===== config.mk =====
export PLATFORM = sky130hd
export DESIGN_NAME = variance_cache_mc
export DESIGN_NICKNAME = d
export VERILOG_FILES = /design/src/rtl/pkg_SQImageCache.sv /design/src/rtl/pkg_integralImageCache.sv /design/src/rtl/variance_cache_mc.sv
export SDC_FILE = /design/constraint.sdc
export NUM_CORES = 2
export LEC_CHECK = 0
export ABC_AREA = 1
export ABC_CLOCK_PERIOD_IN_PS = 9400
export BUFFER_PORTS_ARGS = -buffer_cell sky130_fd_sc_hd__buf_4
export CELL_PAD_IN_SITES_DETAIL_PLACEMENT = 0
export CELL_PAD_IN_SITES_GLOBAL_PLACEMENT = 2
export CORE_MARGIN = 3
export CORE_UTILIZATION = 43
export CTS_BUF_LIST = sky130_fd_sc_hd__clkbuf_4
export DETAILED_ROUTE_END_ITERATION = 7
export PLACE_DENSITY_LB_ADDON = 0.1
export SETUP_SLACK_MARGIN = 0.02
export SYNTH_ARGS = -nofsm -noshare
export SYNTH_HDL_FRONTEND = slang
export SYNTH_SLANG_ARGS = --single-unit

===== constraint.sdc =====
create_clock -name clk -period 9.4 [get_ports clk]
set_clock_uncertainty 0.1 [all_clocks]
set_input_delay 1.88 -clock clk [delete_from_list [all_inputs] [get_ports clk]]
set_output_delay 1.88 -clock clk [all_outputs]
set_load 0.01 [all_outputs]

===== src/rtl/pkg_SQImageCache.sv =====
// rtl/pkg_SQImageCache.sv - squared-integral-image cache word geometry
package pkg_SQImageCache;
    localparam int SQImageDepth = 28;
endpackage


===== src/rtl/pkg_integralImageCache.sv =====
// rtl/pkg_integralImageCache.sv - integral-image cache word geometry
package pkg_integralImageCache;
    localparam int integralImageDepth = 20;
endpackage


===== src/rtl/variance_cache_mc.sv =====
// rtl/variance_cache_mc.sv - multi-slot window corner cache with pipelined variance
//
// Holds NUM_WIN window slots, each with four integral/squared-integral corners
// (A top-left, B top-right, C bottom-left, D bottom-right) and a valid mask.
// A request on a slot computes N*sumSq - sum^2 over that window in a
// three-stage pipeline with valid/ready handshakes on both sides.
//
// Ports:
//   clk, rst            clock, asynchronous active-high reset
//   wr_en/wr_win/wr_addr/wr_sum/wr_sq
//                       corner write into slot wr_win, corner wr_addr
//   wr_clr              clear the valid mask of slot wr_win
//   rd_valid/rd_ready   request handshake; rd_win slot, rd_area pixel count
//   out_valid/out_ready result handshake; out_win slot, out_var variance,
//                       out_err set when the slot was incomplete or out of range
module variance_cache_mc #(
    parameter int NUM_WIN      = 4,
    parameter int ADDR_WIDTH   = 2,
    parameter int WORD_SIZE    = pkg_integralImageCache::integralImageDepth,
    parameter int WORD_SIZE_SQ = pkg_SQImageCache::SQImageDepth,
    parameter int AREA_WIDTH   = 10,
    localparam int WIN_W       = (NUM_WIN > 1) ? $clog2(NUM_WIN) : 1,
    localparam int VAR_WIDTH   = AREA_WIDTH + WORD_SIZE_SQ
) (
    input  logic                    clk,
    input  logic                    rst,
    input  logic                    wr_en,
    input  logic [WIN_W-1:0]        wr_win,
    input  logic [ADDR_WIDTH-1:0]   wr_addr,
    input  logic [WORD_SIZE-1:0]    wr_sum,
    input  logic [WORD_SIZE_SQ-1:0] wr_sq,
    input  logic                    wr_clr,
    input  logic                    rd_valid,
    output logic                    rd_ready,
    input  logic [WIN_W-1:0]        rd_win,
    input  logic [AREA_WIDTH-1:0]   rd_area,
    output logic                    out_valid,
    input  logic                    out_ready,
    output logic [WIN_W-1:0]        out_win,
    output logic [VAR_WIDTH-1:0]    out_var,
    output logic                    out_err
);

    localparam int CORNERS = 2 ** ADDR_WIDTH;
    localparam logic [WIN_W:0] NUM_WIN_L = (WIN_W + 1)'(NUM_WIN);

    localparam logic [ADDR_WIDTH-1:0] CORNER_A = ADDR_WIDTH'(0);
    localparam logic [ADDR_WIDTH-1:0] CORNER_B = ADDR_WIDTH'(1);
    localparam logic [ADDR_WIDTH-1:0] CORNER_C = ADDR_WIDTH'(2);
    localparam logic [ADDR_WIDTH-1:0] CORNER_D = ADDR_WIDTH'(3);

    // Slot index bound check; an extra MSB keeps the compare unsigned and
    // correct even when NUM_WIN is not a power of two.
    function automatic logic win_in_range(input logic [WIN_W-1:0] w);
        return {1'b0, w} < NUM_WIN_L;
    endfunction

    // ------------------------------------------------------------------
    // Corner storage
    // ------------------------------------------------------------------
    logic [WORD_SIZE-1:0]    sum_mem    [NUM_WIN][CORNERS];
    logic [WORD_SIZE_SQ-1:0] sq_mem     [NUM_WIN][CORNERS];
    logic [CORNERS-1:0]      valid_mask [NUM_WIN];

    logic wr_ok;
    assign wr_ok = win_in_range(wr_win);

    // Corner data is qualified by the valid mask, so it carries no reset.
    always_ff @(posedge clk) begin
        if (wr_en && wr_ok) begin
            sum_mem[wr_win][wr_addr] <= wr_sum;
            sq_mem[wr_win][wr_addr]  <= wr_sq;
        end
    end

    // A clear beats a simultaneous write for the mask; the data above is
    // still written so a following write completes the new window.
    always_ff @(posedge clk or posedge rst) begin
        if (rst) begin
            for (int i = 0; i < NUM_WIN; i++) begin
                valid_mask[i] <= '0;
            end
        end else if (wr_ok) begin
            if (wr_clr) begin
                valid_mask[wr_win] <= '0;
            end else if (wr_en) begin
                valid_mask[wr_win][wr_addr] <= 1'b1;
            end
        end
    end

    // ------------------------------------------------------------------
    // Handshake
    // ------------------------------------------------------------------
    logic stall;
    logic advance;
    logic accept;

    assign stall    = out_valid && !out_ready;
    assign advance  = !stall;
    assign rd_ready = !stall;
    assign accept   = rd_valid && rd_ready;

    // ------------------------------------------------------------------
    // Read combine (reads the registered storage, so a write landing on
    // the same edge is not seen by this request)
    // ------------------------------------------------------------------
    logic                    rd_ok;
    logic                    rd_complete;
    logic [WORD_SIZE-1:0]    rd_sum;
    logic [WORD_SIZE_SQ-1:0] rd_sq;

    assign rd_ok = win_in_range(rd_win);

    always_comb begin
        rd_sum      = '0;
        rd_sq       = '0;
        rd_complete = 1'b0;
        if (rd_ok) begin
            rd_sum = sum_mem[rd_win][CORNER_D] - sum_mem[rd_win][CORNER_B]
                   - sum_mem[rd_win][CORNER_C] + sum_mem[rd_win][CORNER_A];
            rd_sq  = sq_mem[rd_win][CORNER_D] - sq_mem[rd_win][CORNER_B]
                   - sq_mem[rd_win][CORNER_C] + sq_mem[rd_win][CORNER_A];
            rd_complete = &valid_mask[rd_win];
        end
    end

    // ------------------------------------------------------------------
    // S1: window sums
    // ------------------------------------------------------------------
    logic                    s1_valid;
    logic [WIN_W-1:0]        s1_win;
    logic [AREA_WIDTH-1:0]   s1_area;
    logic                    s1_ok;
    logic [WORD_SIZE-1:0]    s1_sum;
    logic [WORD_SIZE_SQ-1:0] s1_sq;

    always_ff @(posedge clk or posedge rst) begin
        if (rst) begin
            s1_valid <= 1'b0;
            s1_win   <= '0;
            s1_area  <= '0;
            s1_ok    <= 1'b0;
            s1_sum   <= '0;
            s1_sq    <= '0;
        end else if (advance) begin
            s1_valid <= accept;
            if (accept) begin
                s1_win  <= rd_win;
                s1_area <= rd_area;
                s1_ok   <= rd_complete;
                s1_sum  <= rd_sum;
                s1_sq   <= rd_sq;
            end
        end
    end

    // ------------------------------------------------------------------
    // S2: products
    // ------------------------------------------------------------------
    logic [VAR_WIDTH-1:0]   p_next;
    logic [2*WORD_SIZE-1:0] q_full;

    assign p_next = VAR_WIDTH'(s1_area) * VAR_WIDTH'(s1_sq);
    assign q_full = (2 * WORD_SIZE)'(s1_sum) * (2 * WORD_SIZE)'(s1_sum);

    logic                 s2_valid;
    logic [WIN_W-1:0]     s2_win;
    logic                 s2_ok;
    logic [VAR_WIDTH-1:0] s2_p;
    logic [VAR_WIDTH-1:0] s2_q;

    always_ff @(posedge clk or posedge rst) begin
        if (rst) begin
            s2_valid <= 1'b0;
            s2_win   <= '0;
            s2_ok    <= 1'b0;
            s2_p     <= '0;
            s2_q     <= '0;
        end else if (advance) begin
            s2_valid <= s1_valid;
            if (s1_valid) begin
                s2_win <= s1_win;
                s2_ok  <= s1_ok;
                s2_p   <= p_next;
                // sum^2 is resized to the variance width (extend or truncate).
                s2_q   <= VAR_WIDTH'(q_full);
            end
        end
    end

    // ------------------------------------------------------------------
    // S3: clamped difference, output register
    // ------------------------------------------------------------------
    always_ff @(posedge clk or posedge rst) begin
        if (rst) begin
            out_valid <= 1'b0;
            out_win   <= '0;
            out_var   <= '0;
            out_err   <= 1'b0;
        end else if (advance) begin
            out_valid <= s2_valid;
            if (s2_valid) begin
                out_win <= s2_win;
                out_err <= !s2_ok;
                // Rounding in the integral images can make P < Q; clamp to 0.
                if (s2_ok && (s2_p >= s2_q)) begin
                    out_var <= s2_p - s2_q;
                end else begin
                    out_var <= '0;
                end
            end
        end
    end

endmodule


==> impl_results.md <==
- Status: complete, no violations
- Die X: 394 um
- RD Place Congestion: 0.896
- Placed Cells: roughly 8500
- Ys flop type: edfxtp_1
- Avg Cell Area, Syn: ~9.8 sq um
- CTS buffer count: 285
- Worst Hold Path EP: out_valid
- Via density: slightly above 5
- Proportion of netlist area held by the largest area contributor: 0.357
- TritonRoute pass-1 iters: 7
- Die Height: between 300 and 400 um
- Slack of the critical path: around 2400 ps
- DRT iter0 DRCs: between 3000 and 4000
- Initial core utilization: 0.435
- Startpoint class of the critical path: flip-flop
- Commonest cells post-synth: 1526 x nand2_1, 1068 x inv_1, 768 x edfxtp_1, 575 x fa_1, 510 x nor2_1
- Arr. time, crit path: 7830 ps
- Core footprint: between 100000 and 150000 sq um
- Clk_lat worst skew: 1210 ps
- GR Overflow Total: 0
- Vias in the first global route: between 40000 and 50000
- Post-synth EDFFs: ~770
- CTS root buf: clkbuf_4
- CP most frequent cell: fa_1
- Tightest Hold Check Type: flip-flop to flip-flop
- R2R cell count: 22
- Max_slew headroom: 0.230
- Reg clk slew, reported paths: approximately 60 ps
- Stages on the worst setup path: 22
- Post-layout util: 0.478
- Synth warn: 0
- Synth Instances: roughly 6600
- RR Endpoint: s2_q[20]
- Post-DP HPWL: between 100000 and 150000 um
- Row cnt: between 100 and 150
- Post-synth top area cell: edfxtp_1
- WL/cell: about 21 um
- Top delay family on crit path: adder cells
- Critical Path Fanout Max: 10
- Post-cts resize count: 0
- WP data required: 10280 ps
- Min Tclk post-route: slightly below 7000 ps
- FFs w/ async S/R, synth: 0.206
- Synth unique cells: 56
- Pre-CTS setup slack: about 2300 ps
- F_max: approximately 140 MHz
- Layout area overhead: 9.87%
- RSZ-0062 raised after global routing: false
- Bufs and invs on worst path: 5
- Hold Path Origin: s2_valid
- FF+latch count, synth: between 900 and 1000
- Setup tns final: 0 ps
- Mapped cell area: roughly 65000 sq um
- Most frequent cell after synthesis: nand2_1
- CTS tree: done
- GRT Overall Usage: 0.243
- Fin crit share: 0.740
- Routed Antenna Nets: 0
- Routed WL: between 150000 and 200000 um
- Maximum clock insertion buffer count: 4
- Max cap viols: 0
- Worst setup EP type: flip-flop
- Vias: roughly 46000
- Largest net degree at the start of global routing: 173
- Slowest-stage cell, CP: dfrtp_1
- Antenna violations before repair: 16
- Hold bufs inserted after CTS: 0
- Synth area leaders: edfxtp_1 36%, fa_1 18%, nand2_1 8.9%
- Hold Path Depth: 2
- H-tree levels: 5
- Post-synthesis sequential area ratio: 0.434
- Critical Setup Path Class: flip-flop to flip-flop
- Share of cells above drive strength 1: 0.101
- Nets: approximately 7800
- Worst Max-Slew Pin Slew: between 1000 and 1500 ps
- First-pass GRT wire length: roughly 290000 um
- Count of final setup violators: 0
- Fin cells: ~9000
- Syn nets: between 7000 and 8000
- Detailed-route DRC error count: 0
- # IOs: about 110
- Crit path largest cell delay: 870 ps
- Setup bufs post-CTS: 0
- Die area: roughly 150000 sq um
- Num Clock Sinks: just under 1000
- Final hold violation count: 0
- Crit path cell chain: nand2_1 > fa_1 > inv_1 > fa_1 > inv_1 > fa_1 > inv_1 > fa_1 > fa_1 > fa_1 > inv_1 > fa_1 > inv_1 > ha_1 > a21oi_1 > o21ai_0 > nand2_1 > and2_1 > nand2_1 > a21oi_1 > xor2_1 > o21ai_0
- Flop2flop setup slack: roughly 2400 ps
- Slew Limit Fails: 0
- RR Startpoint: s1_sum[11]
- Port bufs: 112
==> how the worst max path moves through the flow <==
stage                end  startpoint  slack, ps
2_1_floorplan    out_err         rst       1990
3_3_place_gp   s1_sq[27]   rd_win[0]       2300
3_5_place_dp   s1_sq[27]   rd_win[0]       2250
4_1_cts         s2_q[33]   s1_sum[8]       2500
5_1_grt         s2_q[33]   s1_sum[8]       2180
6_report        s2_q[20]  s1_sum[11]       2450
==> cells in the final DEF (no fill, tap or decap), types with 161 or more instances in the layout <==
| cell | n |
|---|---|
| a21oi_1 | 289 |
| buf_4 | 173 |
| clkbuf_4 | 405 |
| dfrtp_1 | 198 |
| edfxtp_1 | 768 |
| fa_1 | 575 |
| ha_1 | 299 |
| inv_1 | 1066 |
| nand2_1 | 1525 |
| nand3_1 | 161 |
| nor2_1 | 493 |
| o21ai_0 | 349 |
==> metal layers <==
metal | track usage | routed length [um] | up-vias
met5 | 0 | 129 | -
met4 | 0.0523 | 2960 | 18
met3 | 0.0485 | 10900 | 248
met2 | 0.389 | 87000 | 1171
met1 | 0.344 | 86500 | 22900
li1 | - | - | 22000
==> metrics by stage <==
step / cell area, sq um / hold slack (ps)
3_5_place_dp: 67600 / 350
2_1_floorplan: 64600 / 332
3_3_place_gp: 67600 / 346
6_report: 70900 / 359
5_1_grt: 70900 / 386
4_1_cts: 70900 / 365
==> final cells by class <==
type,count,area [sq um]
Antenna cell,11,27.5
Clock buffer,405,3040
Clock inverter,64,329
Fill cell,14300,77400
Inverter,1074,4060
Multi-Input combinational cell,4313,31600
Sequential cell,967,28000
Tap cell,2002,2500
Timing Repair Buffer,177,1370
==> sequential cells by signal (all words and copies together) (netlist names) <==
register	flops
out_err	1
out_valid	1
out_var	38
out_win	2
s1_area	10
s1_ok	1
s1_sq	28
s1_sum	20
s1_valid	1
s1_win	2
s2_ok	1
s2_p	38
s2_q	37
s2_valid	1
s2_win	2
sq_mem	448
sum_mem	320
valid_mask	16
==> cell families (layout without fill, tap and decap cells) <==
kind of cell,Yosys count,in the layout,synth area share
flops,967,967,0.434
xor+xnor,93,93,0.0127
simple gates,2348,2348,0.146
fa+ha+maj,874,874,0.236
buf+inv,1336,1720,0.0788
other cells,0,11,0
compound gates,998,998,0.0923
==> worst register-to-register path: cells and delay by family, from the launching register on <==
kind                       cells  cell delay [ps]
buffers and inverters          5              300
xor gates and xnor gates       1              170
AOI/OAI and AO/OA              4              850
adders and majority gates      8             3940
DFF                            1              870
and+or+nand+nor                4              550
Power is not shown: default switching activity piles up to over one toggle a cycle in this logic, so the estimate is an artifact.
